<file path="config.mk">
export PLATFORM = sky130hd
export DESIGN_NAME = mux_nx1_rr
export DESIGN_NICKNAME = d
export VERILOG_FILES = /design/src/rtl/mux_nx1_rr.sv
export SDC_FILE = /design/constraint.sdc
export NUM_CORES = 1
export LEC_CHECK = 0
export ABC_AREA = 1
export CORE_MARGIN = 3
export CORE_UTILIZATION = 35
export DETAILED_ROUTE_END_ITERATION = 8
export GPL_TIMING_DRIVEN = 0
export PLACE_DENSITY = 0.79
export SYNTH_ARGS = -nofsm -noshare
export SYNTH_HDL_FRONTEND = slang
export SYNTH_SLANG_ARGS = --single-unit
</file>
<file path="constraint.sdc">
create_clock -name clk -period 2.05 [get_ports clk]
set_input_delay 0.3075 -clock clk [delete_from_list [all_inputs] [get_ports clk]]
set_output_delay 0.3075 -clock clk [all_outputs]
set_load 0.03 [all_outputs]
</file>
<file path="src/rtl/mux_nx1_rr.sv">
// mux_nx1_rr: N-channel, W-bit registered channel-merge mux.
// A single output register stage uses a valid/ready handshake. The grant
// comes either from an external select (mode=0) or from a round-robin scan
// that starts at a rotating pointer (mode=1).
// Optional build macro MUX_RR_PARITY_EN adds the registered even-parity
// output f_par.

// Per-channel lane: passes the channel word when granted, zero otherwise,
// so the top can OR-combine all lanes into the selected word.
module mux_nx1_rr_lane #(
    parameter int W = 8
) (
    input  logic [W-1:0] d,
    input  logic         en,
    output logic [W-1:0] q
);

    assign q = en ? d : '0;

endmodule

module mux_nx1_rr #(
    parameter  int N     = 4,
    parameter  int W     = 8,
    localparam int SEL_W = $clog2(N)
) (
    input  logic             clk,
    input  logic             rst,
    input  logic [N*W-1:0]   x,
    input  logic [N-1:0]     x_valid,
    output logic [N-1:0]     x_ready,
    input  logic             mode,
    input  logic [SEL_W-1:0] s,
    output logic [W-1:0]     f,
    output logic [SEL_W-1:0] f_ch,
    output logic             f_valid,
`ifdef MUX_RR_PARITY_EN
    output logic             f_par,
`endif
    input  logic             f_ready
);

    localparam logic [SEL_W-1:0] LAST = SEL_W'(N - 1);

    if (N < 2 || N > 16) begin : g_bad_n
        $error("mux_nx1_rr: N must be in 2..16");
    end

    logic                 ld;       // output stage can take a beat this cycle
    logic [SEL_W-1:0]     ptr;      // round-robin scan start
    logic                 fix_vld;
    logic                 rr_vld;
    logic [SEL_W-1:0]     rr_gnt;
    logic                 gnt_vld;
    logic [SEL_W-1:0]     gnt;
    logic [N-1:0]         gnt_oh;
    logic                 xfer;
    logic [N-1:0][W-1:0]  lane_q;
    logic [W-1:0]         gnt_data;

    assign ld = !f_valid || f_ready;

    // Fixed select: s only grants when it names an existing, valid channel.
    // Comparing against each index keeps s>=N from indexing out of range.
    always_comb begin
        fix_vld = 1'b0;
        for (int i = 0; i < N; i++) begin
            if (s == SEL_W'(i) && x_valid[i])
                fix_vld = 1'b1;
        end
    end

    // Round-robin scan: the first valid channel at ptr, ptr+1, ... wins.
    // The wrap is modulo N. The loop runs from the far end back to ptr, so
    // the closest hit is the one written last.
    always_comb begin
        int j;
        j      = 0;
        rr_vld = 1'b0;
        rr_gnt = '0;
        for (int k = N - 1; k >= 0; k--) begin
            j = int'(ptr) + k;
            if (j >= N)
                j = j - N;
            if (x_valid[j]) begin
                rr_vld = 1'b1;
                rr_gnt = SEL_W'(j);
            end
        end
    end

    // Mode picks the grant source.
    always_comb begin
        gnt_vld = mode ? rr_vld : fix_vld;
        gnt     = mode ? rr_gnt : s;
    end

    // One-hot grant vector; it drives both the lane enables and x_ready.
    always_comb begin
        gnt_oh = '0;
        for (int i = 0; i < N; i++)
            gnt_oh[i] = gnt_vld && (gnt == SEL_W'(i));
    end

    // x_ready is held low during reset and whenever the output stage is stalled.
    assign x_ready = (ld && !rst) ? gnt_oh : '0;
    assign xfer    = gnt_vld && ld;

    for (genvar g = 0; g < N; g++) begin : g_lane
        mux_nx1_rr_lane #(.W(W)) u_lane (
            .d  (x[g*W +: W]),
            .en (gnt_oh[g]),
            .q  (lane_q[g])
        );
    end

    // OR-combine the gated lanes into the granted word.
    always_comb begin
        gnt_data = '0;
        for (int i = 0; i < N; i++)
            gnt_data = gnt_data | lane_q[i];
    end

    // The scan pointer moves past the winner only on round-robin transfers.
    always_ff @(posedge clk or posedge rst) begin
        if (rst)
            ptr <= '0;
        else if (xfer && mode)
            ptr <= (gnt == LAST) ? '0 : gnt + 1'b1;
    end

    // Output stage: load on transfer, drain on pop, and hold otherwise.
    always_ff @(posedge clk or posedge rst) begin
        if (rst) begin
            f       <= '0;
            f_ch    <= '0;
            f_valid <= 1'b0;
        end else if (xfer) begin
            f       <= gnt_data;
            f_ch    <= gnt;
            f_valid <= 1'b1;
        end else if (f_ready) begin
            f_valid <= 1'b0;
        end
    end

`ifdef MUX_RR_PARITY_EN
    // Parity travels with f and uses the same load/hold rules.
    always_ff @(posedge clk or posedge rst) begin
        if (rst)
            f_par <= 1'b0;
        else if (xfer)
            f_par <= ^gnt_data;
    end
`endif

endmodule

</file>
==> results.py, run 1 <==
metrics = {
    "synthesis": {
        "syn_inst": 228,
        "yosys_warnings": 0,
        "synth_top_cell_area_share_pct": 24.6,
        "synth_top_area_cell": "dfrtp_1",
        "ys_ff_latch": 13,
        "synth_commonest_cells": "nand2_1 (74), inv_1 (35), nor2_1 (32)",
        "synth_enable_flop_cells": 0,
        "syn_nets": 274,
        "seq_area_frac_synth_pct": 24.6,
        "ys.flop_type": "dfrtp_1",
        "synth_area_leaders": "dfrtp_1 (25%), nand2_1 (21%), nand4_1 (11%)",
        "synth_cell_types": 21,
        "synthArstFlopShare_pct": 100,
        "synth_most_common_cell": "nand2_1",
        "netlist_area_um2": 1320,
        "syn_avg_cell_area_um2": 5.79,
    },
    "critical_path": {
        "r2r_slack_ns": -0.15,
        "r2r_start": "ptr[0]$_DFFE_PP0P_",
        "required_ns": 1.74,
        "crit_start": "ptr[0]$_DFFE_PP0P_",
        "critical_path_class": "reg2out",
        "cp.arrival_ns": 2.02,
        "reg2regPathDepth": 20,
        "start_kind": "flop",
        "crit_fanout": 6,
        "cp-end-kind": "output pin",
        "r2r-end": "f[6]$_DFFE_PP0P_",
        "setup.worst_path.end": "x_ready[3]",
    },
    "layout": {
        "layout-drive-gt1-share_pct": 24.8,
        "nNetsFinal": 341,
        "diodes": 0,
        "register_area_um2": 325,
        "stdcell_area_um2": 2240,
        "fillerInstances": 308,
        "area_delta_synth_final_pct": 70.0,
        "multi_input_area_um2": 957,
    },
    "detailed_routing": {
        "vias": 1639,
        "drt_first_pass_iters": 4,
        "viasPerCell": 4.82,
        "drt-initial-drc-count": 150,
        "wl_um": 4570,
        "post_drt_wl_per_cell_um": 13.5,
        "drc": 0,
        "ant_nets": 0,
    },
    "timing": {
        "slew-limit-headroom_pct": 57.2,
        "finalSetupViolations": 12,
        "final.period_utilization_pct": 114,
        "worst_pin_slew_ns": 0.641,
        "hold_viol_final": 0,
        "setup_ws_ns": -0.277,
        "setup_tns_ns": -1.91,
        "slew_violations": 0,
        "fin_skew_ns": 0.00327,
        "rsz0062_at_grt": "true",
        "fmax_ghz": 0.430,
        "fin_crit_ns": 2.33,
    },
    "clock_network": {
        "insertion_delay_ns": 0.25,
        "clkTransAtPathRegs_ns": 0.06,
        "clock_path_buffers": 2,
        "htreeDepth": 1,
        "cts_hold_buf": 0,
        "root_buffer": "clkbuf_8",
        "cts_sinks": 13,
        "tritoncts": "built",
        "cts_buffers": 3,
    },
    "floorplanning": {
        "placementRows": 21,
        "die_w_um": 67.4,
        "ioPinCount": 57,
        "core_area_um2": 3490,
        "dieArea_um2": 4540,
        "dieHeight_um": 67.4,
        "initial_core_util_pct": 37.8,
    },
    "grt": {
        "grt_pass1_wl_um": 7310,
        "antenna_found_initial": 0,
        "grt_max_degree": 15,
        "grt_pass1_vias": 1586,
        "globalRouteOverflowTotal": 0,
        "grt_use_total_pct": 21.3,
    },
    "power": {
        "power_switching_mw": 1.30,
        "switching_share_pct": 49.2,
        "power_frac_clock_pct": 9.0,
        "p_seq_share_pct": 17.4,
        "p_comb_share_pct": 73.6,
        "p_int_mw": 1.34,
        "cellLeakagePower_nw": 1.16,
        "power.density_nw_per_um2": 1170,
        "ir_drop_mv": 0.630,
    },
    "place": {
        "place_congestion": 0.862,
        "dpl_cell_area_um2": 2010,
        "dp_hpwl_um": 3070,
        "numPortBuffers": 56,
        "pre_cts_slack_ns": -1.09,
    },
    "run": {
        "drv_cap": 0,
    },
    "outcome": {
        "violations": "negative setup slack",
        "status": "finished with violations",
    },
    "min_path": {
        "hp-class": "in2async",
    },
}
-- how the worst min path moves through the flow --
stage | start | endpoint | slack [ns]
2_1_floorplan | rst | f[0]$_DFFE_PP0P_ | 0.19
3_3_place_gp | f_ch[1]$_DFFE_PP0P_ | f_ch[1]$_DFFE_PP0P_ | 0.47
3_5_place_dp | f_ch[1]$_DFFE_PP0P_ | f_ch[1]$_DFFE_PP0P_ | 0.47
4_1_cts | rst | f[1]$_DFFE_PP0P_ | 0.46
5_1_grt | rst | f_ch[0]$_DFFE_PP0P_ | 0.51
6_report | rst | f[1]$_DFFE_PP0P_ | 0.45
-- sequential cells by signal (all words and copies together) (netlist names) --
name / count
f_valid: 1
f: 8
ptr: 2
f_ch: 2
-- per-stage QoR --
step | hold slack, ns | utilization (%) | cells | total power, mW
after floorplan | 0.193 | - | 228 | 1.57
after global placement | 0.474 | 57.5 | 330 | 2.05
after detailed placement | 0.473 | 57.5 | 330 | 2.07
after CTS | 0.456 | 64.3 | 344 | 2.62
after global routing | 0.506 | 64.2 | 340 | 2.86
final | 0.450 | 64.2 | 340 | 2.63
-- critical path, stage by stage, from the launching register on --
cell and delay, ns:
dfrtp_1 0.38, buf_6 0.14, buf_6 0.13, nand2_1 0.08, o21ai_2 0.05, nand2_1 0.09
nand3_1 0.08, nand2_1 0.06, nand2_1 0.06, nand3_2 0.10, nand2_4 0.10, inv_4 0.09
ha_4 0.16, inv_4 0.04, nor2_4 0.07, buf_6 0.13
-- kinds of logic (layout without fill, tap and decap cells) --
group / count (synthesis) / count (layout) / share of synthesized area (%)
and+or+nand+nor: 154 / 154 / 52.4
adders and majority gates: 4 / 4 / 3.79
buffers and inverters: 50 / 116 / 16.1
AOI/OAI and AO/OA: 7 / 7 / 3.03
DFF: 13 / 13 / 24.6
-- layer usage --
layer  part of all wire [%]  vias up  global-route usage, %
met5                      0        -                      0
met1                     42      740                   26.1
li1                       -      838                      -
met3                    6.1        6                   5.32
met2                     50       55                   37.2
met4                    2.0        0                   4.81
-- cell usage in the layout (no fill, tap or decap) --
master           instances
dlygate4sd2_1            4
clkbuf_8                 3
nand3_2                  5
or2_2                    2
o21ai_4                  1
nor2_4                   4
clkbuf_1                 1
nor2_2                   5
nand2_2                  9
inv_1                   28
inv_4                    5
nand4_1                 24
ha_4                     4
nor2_1                  25
nand2_1                 62
buf_6                    8
nand3_1                  8
buf_8                    1
dfrtp_1                 13
o21ai_0                  1
buf_4                    7
inv_2                    5
clkdlybuf4s50_1         48
o21ai_2                  4
nand2_4                  4
buf_2                    6
or2_1                    6
a31oi_1                  1
-- power groups by stage --
stage | Combinational (mW) | Sequential [mW] | Clock [mW]
3_3_place_gp | 1.60 | 0.449 | 0
4_1_cts | 1.92 | 0.456 | 0.242
6_report | 1.94 | 0.458 | 0.237
5_1_grt | 2.13 | 0.470 | 0.259
3_5_place_dp | 1.62 | 0.452 | 0
2_1_floorplan | 0.914 | 0.656 | 0
-- timing repair --
item | in CTS | in global routing
pin swaps | 15 | 19
gates resized for setup | 72 | 13
buffers inserted | 8 | 0
gates cloned | 2 | 0
endpoints found under the setup margin | 13 | 13
-- final cells by class --
class,count,area share (%)
Buffer,8,2.62
Tap cell,46,2.57
Sequential cell,13,14.5
Clock buffer,4,2.01
Timing Repair Buffer,66,28.7
Multi-Input combinational cell,165,42.7
Inverter,38,6.92
Power figures use the tool's default switching activity.
==> run 2, diff against run 1 <==
--- a/config.mk
+++ b/config.mk
@@ -14,3 +14,4 @@
 export SYNTH_ARGS = -nofsm -noshare
 export SYNTH_HDL_FRONTEND = slang
 export SYNTH_SLANG_ARGS = --single-unit
+export TNS_END_PERCENT = 100
==> results of run 2 <==
The final DEF is identical to that of run 1; final timing and power are the same.
